===== config.mk =====
export PLATFORM = sky130hd
export DESIGN_NAME = osd_overlay_gen
export DESIGN_NICKNAME = d
export VERILOG_FILES = /design/src/rtl/osd_pkg.sv /design/src/rtl/osd_fade_ctrl.sv /design/src/rtl/osd_overlay_gen.sv
export SDC_FILE = /design/constraint.sdc
export NUM_CORES = 1
export LEC_CHECK = 0
export CORE_MARGIN = 1
export CORE_UTILIZATION = 58
export CTS_CLUSTER_SIZE = 25
export DETAILED_ROUTE_END_ITERATION = 7
export PLACE_DENSITY = 0.85
export SLEW_MARGIN = 15
export SYNTH_ARGS = -nofsm -noshare
export SYNTH_HDL_FRONTEND = slang
export SYNTH_SLANG_ARGS = --single-unit

===== constraint.sdc =====
create_clock -name sys_clk -period 7.3 [get_ports sys_clk]
set_input_delay 1.095 -clock sys_clk [delete_from_list [all_inputs] [get_ports sys_clk]]
set_output_delay 1.095 -clock sys_clk [all_outputs]
set_load 0.005 [all_outputs]

===== src/rtl/osd_pkg.sv =====
// osd_pkg: shared fade-state type, size defaults and saturating 8-bit alpha arithmetic
package osd_pkg;
  localparam int XY_W_DEF = 12;
  localparam int BW_W_DEF = 4;
  typedef enum logic [1:0] {IDLE, FADE_IN, SHOW, FADE_OUT} fade_state_e;
  function automatic logic [7:0] sat_add(input logic [7:0] a, input logic [7:0] b, input logic [7:0] lim);
    logic [8:0] s;
    s = {1'b0, a} + {1'b0, b};
    return (s > {1'b0, lim}) ? lim : s[7:0];
  endfunction
  function automatic logic [7:0] sat_sub(input logic [7:0] a, input logic [7:0] b);
    logic [8:0] s;
    s = {1'b0, a} - {1'b0, b};
    return s[8] ? 8'd0 : s[7:0];
  endfunction
endpackage


===== src/rtl/osd_fade_ctrl.sv =====
// osd_fade_ctrl: per-frame alpha fade state machine driving the OSD window alpha
module osd_fade_ctrl
  import osd_pkg::*;
(
  input  logic       clk_i,
  input  logic       rst_n_i,
  input  logic       tick_i,
  input  logic       enable_i,
  input  logic [7:0] step_i,
  input  logic [7:0] alpha_max_i,
  output logic [7:0] alpha_o,
  output logic       busy_o
);
  fade_state_e state_q, state_d;
  logic [7:0] alpha_q, alpha_d, up, down;
  // The direction is taken from the enable sampled on this boundary, so a reversal moves alpha the new way at once
  always_comb begin
    up = (step_i == 8'd0 || state_q == SHOW) ? alpha_max_i : sat_add(alpha_q, step_i, alpha_max_i);
    down = (step_i == 8'd0) ? 8'd0 : sat_sub(alpha_q, step_i);
    alpha_d = alpha_q;
    state_d = state_q;
    if (tick_i) begin
      alpha_d = enable_i ? up : down;
      state_d = enable_i ? ((up == alpha_max_i) ? SHOW : FADE_IN) : ((down == 8'd0) ? IDLE : FADE_OUT);
    end
  end
  always_ff @(posedge clk_i or negedge rst_n_i)
    if (!rst_n_i) begin
      state_q <= IDLE;
      alpha_q <= '0;
    end else begin
      state_q <= state_d;
      alpha_q <= alpha_d;
    end
  assign alpha_o = alpha_q;
  assign busy_o = (state_q == FADE_IN) || (state_q == FADE_OUT);
endmodule


===== src/rtl/osd_overlay_gen.sv =====
// osd_overlay_gen: rectangular OSD window colour and fading alpha, aligned 2 cycles behind the input video
module osd_overlay_gen
  import osd_pkg::*;
#(
  parameter int XY_W = XY_W_DEF,
  parameter int BW_W = BW_W_DEF,
  parameter bit VS_ACTIVE = 1'b1
) (
  input  logic            sys_clk,
  input  logic            rst_n,
  input  logic            i_h_sync,
  input  logic            i_v_sync,
  input  logic            i_de,
  input  logic [7:0]      i_back_ground_0_8b,
  input  logic [7:0]      i_back_ground_1_8b,
  input  logic [7:0]      i_back_ground_2_8b,
  input  logic            i_enable,
  input  logic [XY_W-1:0] i_win_x0,
  input  logic [XY_W-1:0] i_win_x1,
  input  logic [XY_W-1:0] i_win_y0,
  input  logic [XY_W-1:0] i_win_y1,
  input  logic [BW_W-1:0] i_border_w,
  input  logic [7:0]      i_fill_0_8b,
  input  logic [7:0]      i_fill_1_8b,
  input  logic [7:0]      i_fill_2_8b,
  input  logic [7:0]      i_border_0_8b,
  input  logic [7:0]      i_border_1_8b,
  input  logic [7:0]      i_border_2_8b,
  input  logic [7:0]      i_alpha_max_8b,
  input  logic [7:0]      i_fade_step_8b,
  output logic            o_h_sync,
  output logic            o_v_sync,
  output logic            o_de,
  output logic [7:0]      o_back_ground_0_8b,
  output logic [7:0]      o_back_ground_1_8b,
  output logic [7:0]      o_back_ground_2_8b,
  output logic [7:0]      o_front_ground_0_8b,
  output logic [7:0]      o_front_ground_1_8b,
  output logic [7:0]      o_front_ground_2_8b,
  output logic [7:0]      o_alpha_8b,
  output logic            o_fade_busy
);
  logic hs_q, vs_q, de_q, hit_q, brd_q, cfg_vld_q;
  logic tick, fall, hit, brd;
  logic [23:0] bg_q, fill_q, bord_q;
  logic [XY_W-1:0] x_q, x_d, y_q, y_d, x0_q, x1_q, y0_q, y1_q, bw_ext;
  logic [BW_W-1:0] bw_q;
  logic [7:0] alpha_cur;
  // vs_q doubles as the previous v_sync level for boundary detection and de_q as the previous de
  always_comb begin
    tick = (i_v_sync == VS_ACTIVE) && (vs_q != VS_ACTIVE);
    fall = de_q && !i_de;
    x_d = i_de ? x_q + XY_W'(1) : (fall ? '0 : x_q);
    y_d = tick ? '0 : (fall ? y_q + XY_W'(1) : y_q);
    bw_ext = XY_W'(bw_q);
    hit = cfg_vld_q && i_de && x_q >= x0_q && x_q <= x1_q && y_q >= y0_q && y_q <= y1_q;
    brd = (x_q - x0_q < bw_ext) || (x1_q - x_q < bw_ext) || (y_q - y0_q < bw_ext) || (y1_q - y_q < bw_ext);
  end
  // cfg_vld_q keeps the all-zero reset window from hitting pixel (0,0) before the first boundary
  always_ff @(posedge sys_clk or negedge rst_n)
    if (!rst_n) begin
      {x_q, y_q, x0_q, x1_q, y0_q, y1_q} <= '0;
      {bw_q, fill_q, bord_q, cfg_vld_q} <= '0;
    end else begin
      x_q <= x_d;
      y_q <= y_d;
      if (tick) begin
        cfg_vld_q <= 1'b1;
        {x0_q, x1_q, y0_q, y1_q} <= {i_win_x0, i_win_x1, i_win_y0, i_win_y1};
        bw_q <= i_border_w;
        fill_q <= {i_fill_2_8b, i_fill_1_8b, i_fill_0_8b};
        bord_q <= {i_border_2_8b, i_border_1_8b, i_border_0_8b};
      end
    end
  always_ff @(posedge sys_clk or negedge rst_n)
    if (!rst_n) begin
      {hs_q, vs_q, de_q, hit_q, brd_q, bg_q} <= '0;
      {o_h_sync, o_v_sync, o_de, o_alpha_8b} <= '0;
      {o_back_ground_2_8b, o_back_ground_1_8b, o_back_ground_0_8b} <= '0;
      {o_front_ground_2_8b, o_front_ground_1_8b, o_front_ground_0_8b} <= '0;
    end else begin
      {hs_q, vs_q, de_q} <= {i_h_sync, i_v_sync, i_de};
      bg_q <= {i_back_ground_2_8b, i_back_ground_1_8b, i_back_ground_0_8b};
      hit_q <= hit;
      brd_q <= brd;
      {o_h_sync, o_v_sync, o_de} <= {hs_q, vs_q, de_q};
      {o_back_ground_2_8b, o_back_ground_1_8b, o_back_ground_0_8b} <= bg_q;
      {o_front_ground_2_8b, o_front_ground_1_8b, o_front_ground_0_8b} <= hit_q ? (brd_q ? bord_q : fill_q) : 24'd0;
      o_alpha_8b <= hit_q ? alpha_cur : 8'd0;
    end
  osd_fade_ctrl u_fade (
    .clk_i      (sys_clk),
    .rst_n_i    (rst_n),
    .tick_i     (tick),
    .enable_i   (i_enable),
    .step_i     (i_fade_step_8b),
    .alpha_max_i(i_alpha_max_8b),
    .alpha_o    (alpha_cur),
    .busy_o     (o_fade_busy)
  );
endmodule


==> results.cfg, run 1 <==
[setup_path]
cpMaxStageDelayCell = a211oi_4
arrival_ns = 4.97
cp_max_fo = 15
rrSetupSlack_ns = 3.42
ff2ff_path_depth = 14
critPathLaunchType = input port
r2r-start = u_fade.alpha_o[0]
rr_endpoint = u_fade.alpha_o[3]
cp_slowest_stage_delay_ns = 0.55
worstSetupPathDepth = 16
crit_chain = clkdlybuf4s50_1 > inv_1 > ha_1 > and2b_1 > a211oi_2 > o21bai_1 > a21oi_2 > xnor2_1 > ha_1 > nand4_1 > o22ai_1 > a31oi_1 > a211oi_4 > mux2_2 > a22oi_1 > o21ai_0
critPathBufInv = 2
crit_start = i_fade_step_8b[2]
crit_end = u_fade.alpha_o[3]
worstPathRequired_ns = 7.65
critPathTopFamily = compound AO/OA/AOI/OAI gates
criticalPathCategory = input port to register
setup.worst_path.end_class = register
crit_top_cell = ha_1

[routing]
viasPerCell = 5.599
routed-via-count = 9798
wl_um = 29760
drcViolationCount = 0
drtPass1Iterations = 5
postRouteAntennaNets = 0
drtIter0Drc = 653
wire_per_inst_um = 17.00

[timing]
hold_viol = 0
fin_skew_ns = 0.007041
finalCritPeriodShare_pct = 63.31
rsz0062_at_grt = false
maxSlewViolCount = 0
slew_headroom_pct = 26.81
fmax_ghz = 0.2164
tns_ns = 0
fin_crit_ns = 4.621
setup_violations = 0
tightest_slew_ns = 1.096

[clock_network]
numCtsBuffers = 24
root_buffer = clkbuf_16
postCtsHoldBufs = 0
cts-resized-gates = 0
cts_setup_buffers = 0
clock-sinks = 223
cts_tree = done
htree_levels = 1
clock_latency_ns = 0.52
clkSlewWorstSetupHoldPaths_ns = 0.06
clockBufferDepth = 3

[logic_synthesis]
synth_top_cell_by_area = dfrtp_1
synth_cell_type_count = 72
synthTopCellsByArea = dfrtp_1 (47%), nand2_1 (9.3%), ha_1 (9.1%)
ys_seq_area_share_pct = 46.99
syn_area_per_cell_um2 = 9.315
ys_ff_latch = 223
synth_top_area_share_pct = 46.99
synth_edf_count = 0
synthCells = 1275
yosys_warnings = 0
yosys.cell_count.top_type = nand2_1
ys.flop_type = dfrtp_1
synthTopCellsByCount = nand2_1 (293), dfrtp_1 (223), inv_1 (93), ha_1 (86), o21ai_0 (79)
async_flop_share_pct = 100.0
syn_nets = 1513
syn_area_um2 = 11880

[outcome]
status = finished, final reports clean

[finish]
drive_gt1_share_pct = 4.245
nets = 1704
fillers = 1338
syn2layout_area_growth_pct = 25.95
layoutNonFillerInstCount = 1750
final_util_pct = 75.62

[power_and_ir_drop]
powerDensity_nw_per_um2 = 272.0
p_leak_nw = 6.895
vdd_drop_max_mv = 0.2625

[run]
maxCapViolations = 0

[floorplanning]
start_util_pct = 60.04
core_area_um2 = 19780
rows = 51
die_w_um = 145.1
die_y_um = 145.1
die-area_um2 = 21050
io_pins = 206

[placement]
portBuffers = 205
dp_cells = 1705
place_hpwl_um = 21230
gp_congestion = 0.8939

[min_path]
min_path_type = register to register

[global_route]
grt_pass1_vias = 9896
grt_usage_pct = 28.68
grt_remaining_overflow = 0
antenna_found_initial = 2
grt_max_degree = 108
grt_pass1_wl_um = 48650
## layout make-up
type | count | area [um2] | area share [%]
Multi-Input combinational cell | 913 | 5769 | 38.57
Sequential cell | 223 | 5580 | 37.31
Timing Repair Buffer | 211 | 2102 | 14.05
Clock buffer | 37 | 699.4 | 4.676
Inverter | 93 | 349.1 | 2.334
Tap cell | 265 | 331.6 | 2.217
Clock inverter | 7 | 123.9 | 0.8281
Antenna cell | 1 | 2.502 | 0.01673
## how the worst min path moves through the flow
stage                     depth (start not counted)                    end  slack (ns)      from
final                                             0  o_back_ground_1_8b[2]        0.35  bg_q[10]
after global routing                              0  o_back_ground_0_8b[2]        0.35   bg_q[2]
after CTS                                         0  o_back_ground_1_8b[2]        0.35  bg_q[10]
after detailed placement                          0  o_back_ground_1_8b[2]        0.33  bg_q[10]
after global placement                            0  o_back_ground_1_8b[1]        0.33   bg_q[9]
after floorplan                                   0  o_back_ground_0_8b[0]        0.33   bg_q[0]
## sequential cells by signal, indices dropped and copies added (netlist names), 4 cells and up
signal	cells
bg_q	24
bord_q	24
bw_q	4
fill_q	24
o_alpha_8b	8
o_back_ground_0_8b	8
o_back_ground_1_8b	8
o_back_ground_2_8b	8
o_front_ground_0_8b	8
o_front_ground_1_8b	8
o_front_ground_2_8b	8
u_fade.alpha_o	8
x0_q	12
x1_q	12
x_q	12
y0_q	12
y1_q	12
y_q	12
## stage by stage
step / power [W] / cell area [um2] / worst slack, ns / hold slack [ns]
2_1_floorplan: 0.002426 / 11880 / 3.401 / 0.3312
3_3_place_gp: 0.002777 / 14130 / 2.271 / 0.3310
3_5_place_dp: 0.002813 / 14130 / 2.159 / 0.3347
4_1_cts: 0.004078 / 14960 / 2.679 / 0.3481
5_1_grt: 0.004304 / 14960 / 2.330 / 0.3530
6_report: 0.004068 / 14960 / 2.679 / 0.3473
## layer usage
layer / GRT usage (%) / vias up / share of wire, % / wire (um)
met2: 48.34 / 340 / 48 / 14420
met1: 36.46 / 4659 / 41 / 12210
li1: - / 4712 / - / -
met5: 0 / - / 0.034 / 10
met4: 11.16 / 2 / 3.5 / 1054
met3: 5.597 / 85 / 6.9 / 2054
## report_power, final
group / internal (W) / switching [W]
Sequential: 0.00135 / 0.0000939
Clock: 0.000766 / 0.000488
Combinational: 0.000612 / 0.000754
Total: 0.00273 / 0.00134
## cells in the final DEF (no fill, tap or decap), types with 7 or more instances in the layout
master	synthesis	layout
nor4_1	7	7
nand2b_1	13	12
nand2_1	293	293
clkdlybuf4s50_1	0	204
o21a_1	8	8
a31oi_1	9	9
nor2_1	68	68
clkbuf_1	37	8
o2111ai_1	8	8
mux2i_1	34	34
o211ai_1	10	10
o21ai_0	79	79
inv_1	93	93
and2_1	9	9
nand4_1	22	22
and3_1	10	10
a211oi_1	8	8
o31ai_1	7	7
nor3_1	17	17
clkbuf_16	0	24
xnor2_1	25	25
a21oi_1	48	48
nand3_1	17	17
ha_1	86	86
dfrtp_1	223	223
xor2_1	13	13
nor2b_1	32	31
## cells by family after synthesis
group,count (synthesis),synth area share [%]
buffers and inverters,139,4.519
AOI/OAI and AO/OA,235,12.74
adders and majority gates,92,10.07
DFF,223,46.99
muxes,38,3.245
xor gates and xnor gates,42,3.508
and+or+nand+nor,506,18.93
## worst reg2reg max path, stage by stage (launching register included)
cell      delay [ns]
dfrtp_1         0.40
ha_1            0.24
fa_1            0.44
nand2b_1        0.12
a211oi_1        0.10
o31ai_1         0.40
xnor2_1         0.16
ha_1            0.32
nand4_1         0.12
o22ai_1         0.15
a31oi_1         0.08
a211oi_4        0.55
mux2_2          0.40
a22oi_1         0.13
o21ai_0         0.11
Note: power is estimated with default switching activity, not from simulation.
==> run 2: changes to the inputs <==
--- a/config.mk
+++ b/config.mk
@@ -6,10 +6,10 @@
 export NUM_CORES = 1
 export LEC_CHECK = 0
 export CORE_MARGIN = 1
-export CORE_UTILIZATION = 58
+export CORE_UTILIZATION = 54
 export CTS_CLUSTER_SIZE = 25
 export DETAILED_ROUTE_END_ITERATION = 7
-export PLACE_DENSITY = 0.85
+export PLACE_DENSITY = 0.8
 export SLEW_MARGIN = 15
 export SYNTH_ARGS = -nofsm -noshare
 export SYNTH_HDL_FRONTEND = slang
==> constraint.sdc (replaced) <==
create_clock -name sys_clk -period 4.5 [get_ports sys_clk]
set_input_delay 0.675 -clock sys_clk [delete_from_list [all_inputs] [get_ports sys_clk]]
set_output_delay 0.675 -clock sys_clk [all_outputs]
set_load 0.005 [all_outputs]
==> run 2 against run 1 <==
Utilization is 4.9 points lower. Clock-buffer cell count is 5 lower. Register-to-register slack worse by 2.4 ns. Non-clock buffer count is 2 higher. Largest cell class unchanged. First-iteration DRC count is 15% lower. Cell area is 0.58% higher. Final cell count is 0.74% higher. Flip-flop and latch count stayed put. Sequential power is 61% higher. Die area is 7.3% higher. Sequential share of layout area is 0.21 points lower. Highest routed layer unchanged.
==> results.cfg, run 2 (synthesis results as in run 1) <==
[timing]
tns_ns = 0
hold_viol = 0
slew_headroom_pct = 25.42
rsz0062_at_grt = false
fin_skew_ns = 0.01900
maxSlewViolCount = 0
hold_ws_ns = 0.2558
tightest_slew_ns = 1.119
fmax_ghz = 0.2685
fin_crit_ns = 3.725
setup_violations = 0
finalCritPeriodShare_pct = 82.77

[min_path]
min_path_type = input port to asynchronous set/reset pin

[routing]
postRouteAntennaNets = 0
drtIter0Drc = 552
drtPass1Iterations = 5
routed-via-count = 9642
wire_per_inst_um = 16.27
drcViolationCount = 0
wl_um = 28680
viasPerCell = 5.469

[clock_network]
clock-sinks = 223
clkSlewWorstSetupHoldPaths_ns = 0.06
htree_levels = 1
numCtsBuffers = 25
cts_setup_buffers = 0
clockBufferDepth = 3
cts-resized-gates = 0
root_buffer = clkbuf_16
cts_tree = done
postCtsHoldBufs = 0
clock_latency_ns = 0.53

[placement]
place_hpwl_um = 20860
dp_cells = 1717
portBuffers = 205
gp_congestion = 0.9260
placed_area_um2 = 14170

[floorplanning]
die_w_um = 150.3
io_pins = 206
die-area_um2 = 22590
start_util_pct = 55.79
rows = 53
die_y_um = 150.3
core_area_um2 = 21290

[finish]
top_regs = bg_q x24, bord_q x24, fill_q x24
nets = 1707
layout_common_cells = nand2_1 (293), dfrtp_1 (223), clkdlybuf4s50_1 (204)
drive_gt1_share_pct = 4.906
design_area_um2 = 15040
syn2layout_area_growth_pct = 26.67
layoutNonFillerInstCount = 1763
diodes = 0
final_common_cell = nand2_1

[setup_path]
critPathTopFamily = compound AO/OA/AOI/OAI gates
setup.worst_path.end_class = register
critPathLaunchType = input port
cp_max_fo = 13
criticalPathCategory = input port to register
crit_top_cell = ha_1
worstPathRequired_ns = 4.88
cp_slowest_stage_delay_ns = 0.46
cpMaxStageDelayCell = clkdlybuf4s50_1
arrival_ns = 4.11
critPathBufInv = 2
crit_chain = clkdlybuf4s50_1 > ha_1 > fa_1 > nand2b_1 > a211oi_1 > o31ai_1 > xnor2_1 > ha_1 > nand4_1 > o22ai_1 > a31oi_1 > a211oi_4 > buf_4 > mux2i_1 > o21a_1 > a21oi_1

[power_and_ir_drop]
powerDensity_nw_per_um2 = 444.1
p_leak_nw = 6.935
vdd_drop_max_mv = 0.3755

[global_route]
grt_usage_pct = 25.88
grt_pass1_wl_um = 46450
grt_max_degree = 131
grt_remaining_overflow = 0
antenna_found_initial = 1
grt_pass1_vias = 9484

[outcome]
status = finished, final reports clean

[run]
maxCapViolations = 0
==> run 2: cell count changes in the layout (fill, tap and decap cells not counted), sizes merged <==
| cell | previous run | this run |
|---|---|---|
| diode | 1 | 0 |
| clkinv | 3 | 6 |
| inv | 93 | 95 |
| clkinvlp | 1 | 3 |
| buf | 7 | 9 |
| clkbuf | 37 | 32 |
==> run 2: path summary, 6_finish.rpt <==
path	start	to	slack (ns)	cells after the start
max in group asynchronous	rst_n	bg_q[4]	3.16	2
setup / recovery	i_fade_step_8b[0]	u_fade.alpha_o[0]	0.78	16
hold reg to reg	bg_q[19]	o_back_ground_2_8b[3]	0.35	0
hold / removal	rst_n	o_back_ground_0_8b[2]	0.26	1
min in group sys_clk	bg_q[19]	o_back_ground_2_8b[3]	0.35	0
setup reg to reg	u_fade.alpha_o[0]	u_fade.alpha_o[0]	1.02	15
==> run 2: per-layer routing <==
layer	wire length (um)	part of all wire [%]	vias to the layer above	global-route usage, %
met5	13	0.045	-	0
met4	1016	3.5	2	9.141
met3	1488	5.2	59	4.091
met2	13760	48	262	43.18
met1	12400	43	4599	34.12
li1	-	-	4720	-
==> run 2: report_power, final <==
part | internal, W | switching (W) | leakage, nW | total [W]
Sequential | 0.00220 | 0.000148 | 2.80 | 0.00234
Combinational | 0.00101 | 0.00121 | 3.71 | 0.00222
Clock | 0.00128 | 0.000839 | 0.424 | 0.00212
Total | 0.00449 | 0.00220 | 6.93 | 0.00668
==> run 2: metrics by stage <==
stage / total power, W / setup WS [ns] / util (%)
2_1_floorplan: 0.003935 / 1.021 / -
3_3_place_gp: 0.004520 / 0.2899 / 66.58
3_5_place_dp: 0.004572 / 0.2275 / 66.58
4_1_cts: 0.006720 / 0.7882 / 70.68
5_1_grt: 0.007089 / 0.5289 / 70.68
6_report: 0.006682 / 0.7754 / 70.68
==> run 2: final cells by class <==
class / instances / area [um2]
clock inverters: 14 / 170.2
clock buffers: 32 / 701.9
inverters: 93 / 349.1
fillers: 1660 / 6242
well taps: 275 / 344.1
flip-flops and latches: 223 / 5580
multi-input cells: 913 / 5769
repair buffers: 213 / 2130
==> run 3: changes to the inputs <==
--- a/config.mk
+++ b/config.mk
@@ -6,10 +6,10 @@
 export NUM_CORES = 1
 export LEC_CHECK = 0
 export CORE_MARGIN = 1
-export CORE_UTILIZATION = 54
+export CORE_UTILIZATION = 49
 export CTS_CLUSTER_SIZE = 25
 export DETAILED_ROUTE_END_ITERATION = 7
-export PLACE_DENSITY = 0.8
+export PLACE_DENSITY = 0.77
 export SLEW_MARGIN = 15
 export SYNTH_ARGS = -nofsm -noshare
 export SYNTH_HDL_FRONTEND = slang
==> constraint.sdc (replaced) <==
create_clock -name sys_clk -period 3.3 [get_ports sys_clk]
set_input_delay 0.495 -clock sys_clk [delete_from_list [all_inputs] [get_ports sys_clk]]
set_output_delay 0.495 -clock sys_clk [all_outputs]
set_load 0.005 [all_outputs]
==> run 3 against run 2 <==
The flow now finishes with violations (negative setup slack). Largest cell class unchanged. Sequential share of layout area down 1.5 points. Utilization shrank 4.2 points. Clock power is 30% higher. Register-to-register slack lost 1.0 ns. Critical path type is now register to register. Critical path depth shrank 2.
==> results.cfg, run 3 (synthesis results as in run 1) <==
[power_and_ir_drop]
pwr-share-seq_pct = 32.9
pwr-share-clk_pct = 28.2
p_leak_nw = 7.222
vdd_drop_max_mv = 0.3597
powerDensity_nw_per_um2 = 624.4
p_sw_w = 0.003254
power.internal_w = 0.006541
p_comb_share_pct = 38.9
power_w = 0.009794
p_sw_share_pct = 33.22

[global_route]
grt_pass1_wl_um = 48190
grt_max_degree = 110
grt_remaining_overflow = 0
antenna_found_initial = 3
grt_usage_pct = 24.66
grt_pass1_vias = 9660

[timing]
setup_violations = 1
tightest_slew_ns = 1.079
hold_viol = 0
fmax_ghz = 0.3010
fin_skew_ns = 0.009220
fin_ws_ns = -0.02208
tns_ns = -0.02208
slew_headroom_pct = 28.06
rsz0062_at_grt = true
fin_crit_ns = 3.322
maxSlewViolCount = 0
finalCritPeriodShare_pct = 100.7

[placement]
portBuffers = 205
gp_congestion = 0.8873
place_hpwl_um = 22290

[finish]
top_regs = bg_q x24, bord_q x24, fill_q x24
fillers = 1917
drive_gt1_share_pct = 9.545
nets = 1761
seq_area_um2 = 5584
multi_input_area_um2 = 5954
layout_common_cells = nand2_1 (293), dfrtp_1 (220), clkdlybuf4s50_1 (201)
syn2layout_area_growth_pct = 32.08
final_common_cell = nand2_1

[min_path]
min_path_type = register to register
hp-start = bg_q[16]

[floorplanning]
die_y_um = 157.7
start_util_pct = 50.30
core_area_um2 = 23610
die-area_um2 = 24860
io_pins = 206
die_w_um = 157.7
rows = 56

[routing]
viasPerCell = 5.316
wl_um = 30680
drtIter0Drc = 758
routed-via-count = 9894
drcViolationCount = 0
postRouteAntennaNets = 0
drtPass1Iterations = 5
wire_per_inst_um = 16.48

[setup_path]
critPathTopFamily = compound AO/OA/AOI/OAI gates
crit_start = u_fade.alpha_o[0]
setup.worst_path.end_class = register
crit_top_cell = ha_4
crit_chain = ha_4 > fa_2 > nand2b_4 > a21o_1 > xor2_2 > ha_4 > a211o_1 > o211ai_1 > a31oi_4 > a211oi_4 > buf_6 > mux2i_1 > o21a_1 > a21oi_1
worstPathRequired_ns = 3.70
arrival_ns = 3.72
critPathLaunchType = register
cpMaxStageDelayCell = dfrtp_1
cp_slowest_stage_delay_ns = 0.43
critPathBufInv = 1
r2r-start = u_fade.alpha_o[0]
criticalPathCategory = register to register
cp_max_fo = 7

[clock_network]
numCtsBuffers = 25
root_buffer = clkbuf_16
clkSlewWorstSetupHoldPaths_ns = 0.06
clockBufferDepth = 3
htree_levels = 1
clock_latency_ns = 0.52
clock-sinks = 223
cts_tree = done

[run]
maxCapViolations = 0

[outcome]
violations = negative setup slack
status = finished, violations left
## run 3: cell count changes in the layout (fill, tap and decap cells not counted), sizes merged
| cell | delta |
|---|---|
| buf | +53 |
| clkdlybuf4s50 | -3 |
| clkinvlp | -2 |
| bufinv | -1 |
| clkbuf | +4 |
| dlygate4sd2 | +2 |
| dlymetal6s2s | +1 |
| diode | +2 |
| inv | -1 |
| dlygate4sd3 | +1 |
| clkinv | -2 |
## run 3: power by group through the flow
stage	clock network, W	logic, W	registers [W]
5_1_grt	0.00294	0.00418	0.00325
3_5_place_dp	0	0.00329	0.00326
6_report	0.00276	0.00381	0.00322
3_3_place_gp	0	0.00324	0.00325
2_1_floorplan	0	0.00219	0.00317
4_1_cts	0.00282	0.00368	0.00322
## run 3: cell type report
cell class | instances | share of cell area, %
sequential | 223 | 35.60
clock inverter | 8 | 0.6860
antenna | 2 | 0.03191
inverter | 93 | 2.225
clock buffer | 36 | 4.570
tap | 319 | 2.544
multi-input combinational | 913 | 37.96
timing repair buffer | 267 | 16.38
## run 3: through the flow
step	cell area [um2]	hold WS [ns]	instances	worst slack (ns)	util [%]
floorplan	11880	0.1994	1275	0.001441	-
global placement	14540	0.3317	1801	-0.5915	61.58
detailed placement	14540	0.3347	1801	-0.6599	61.58
CTS	15610	0.3354	1857	-0.05362	66.12
global route	15680	0.3262	1860	-0.1624	66.42
finish	15690	0.3412	1861	-0.02208	66.43
## run 3: final timing paths
path,endpoint,slack [ns],cells after the start
max in group asynchronous,x_q[10],1.90,3
setup reg to reg,u_fade.alpha_o[0],-0.02,14
setup / recovery,u_fade.alpha_o[0],-0.02,14
min in group asynchronous,u_fade.alpha_o[3],0.54,2
hold / removal,o_back_ground_2_8b[0],0.34,0
hold reg to reg,o_back_ground_2_8b[0],0.34,0
## run 3: repair_timing
action	4_1_cts	5_1_grt
hold buffers	1	0
setup endpoints to repair	6	10
gates cloned	1	0
gates resized for setup	32	12
hold endpoints to repair	1	0
buffers inserted	10	3
pin swaps	15	21
## run 3: metal layers
metal / track usage, % / up-vias / share of wire, %
li1: - / 4830 / -
met3: 3.915 / 83 / 4.8
met2: 41.18 / 277 / 49
met4: 9.015 / 4 / 3.3
met1: 32.31 / 4700 / 43
met5: 0 / - / 0.085
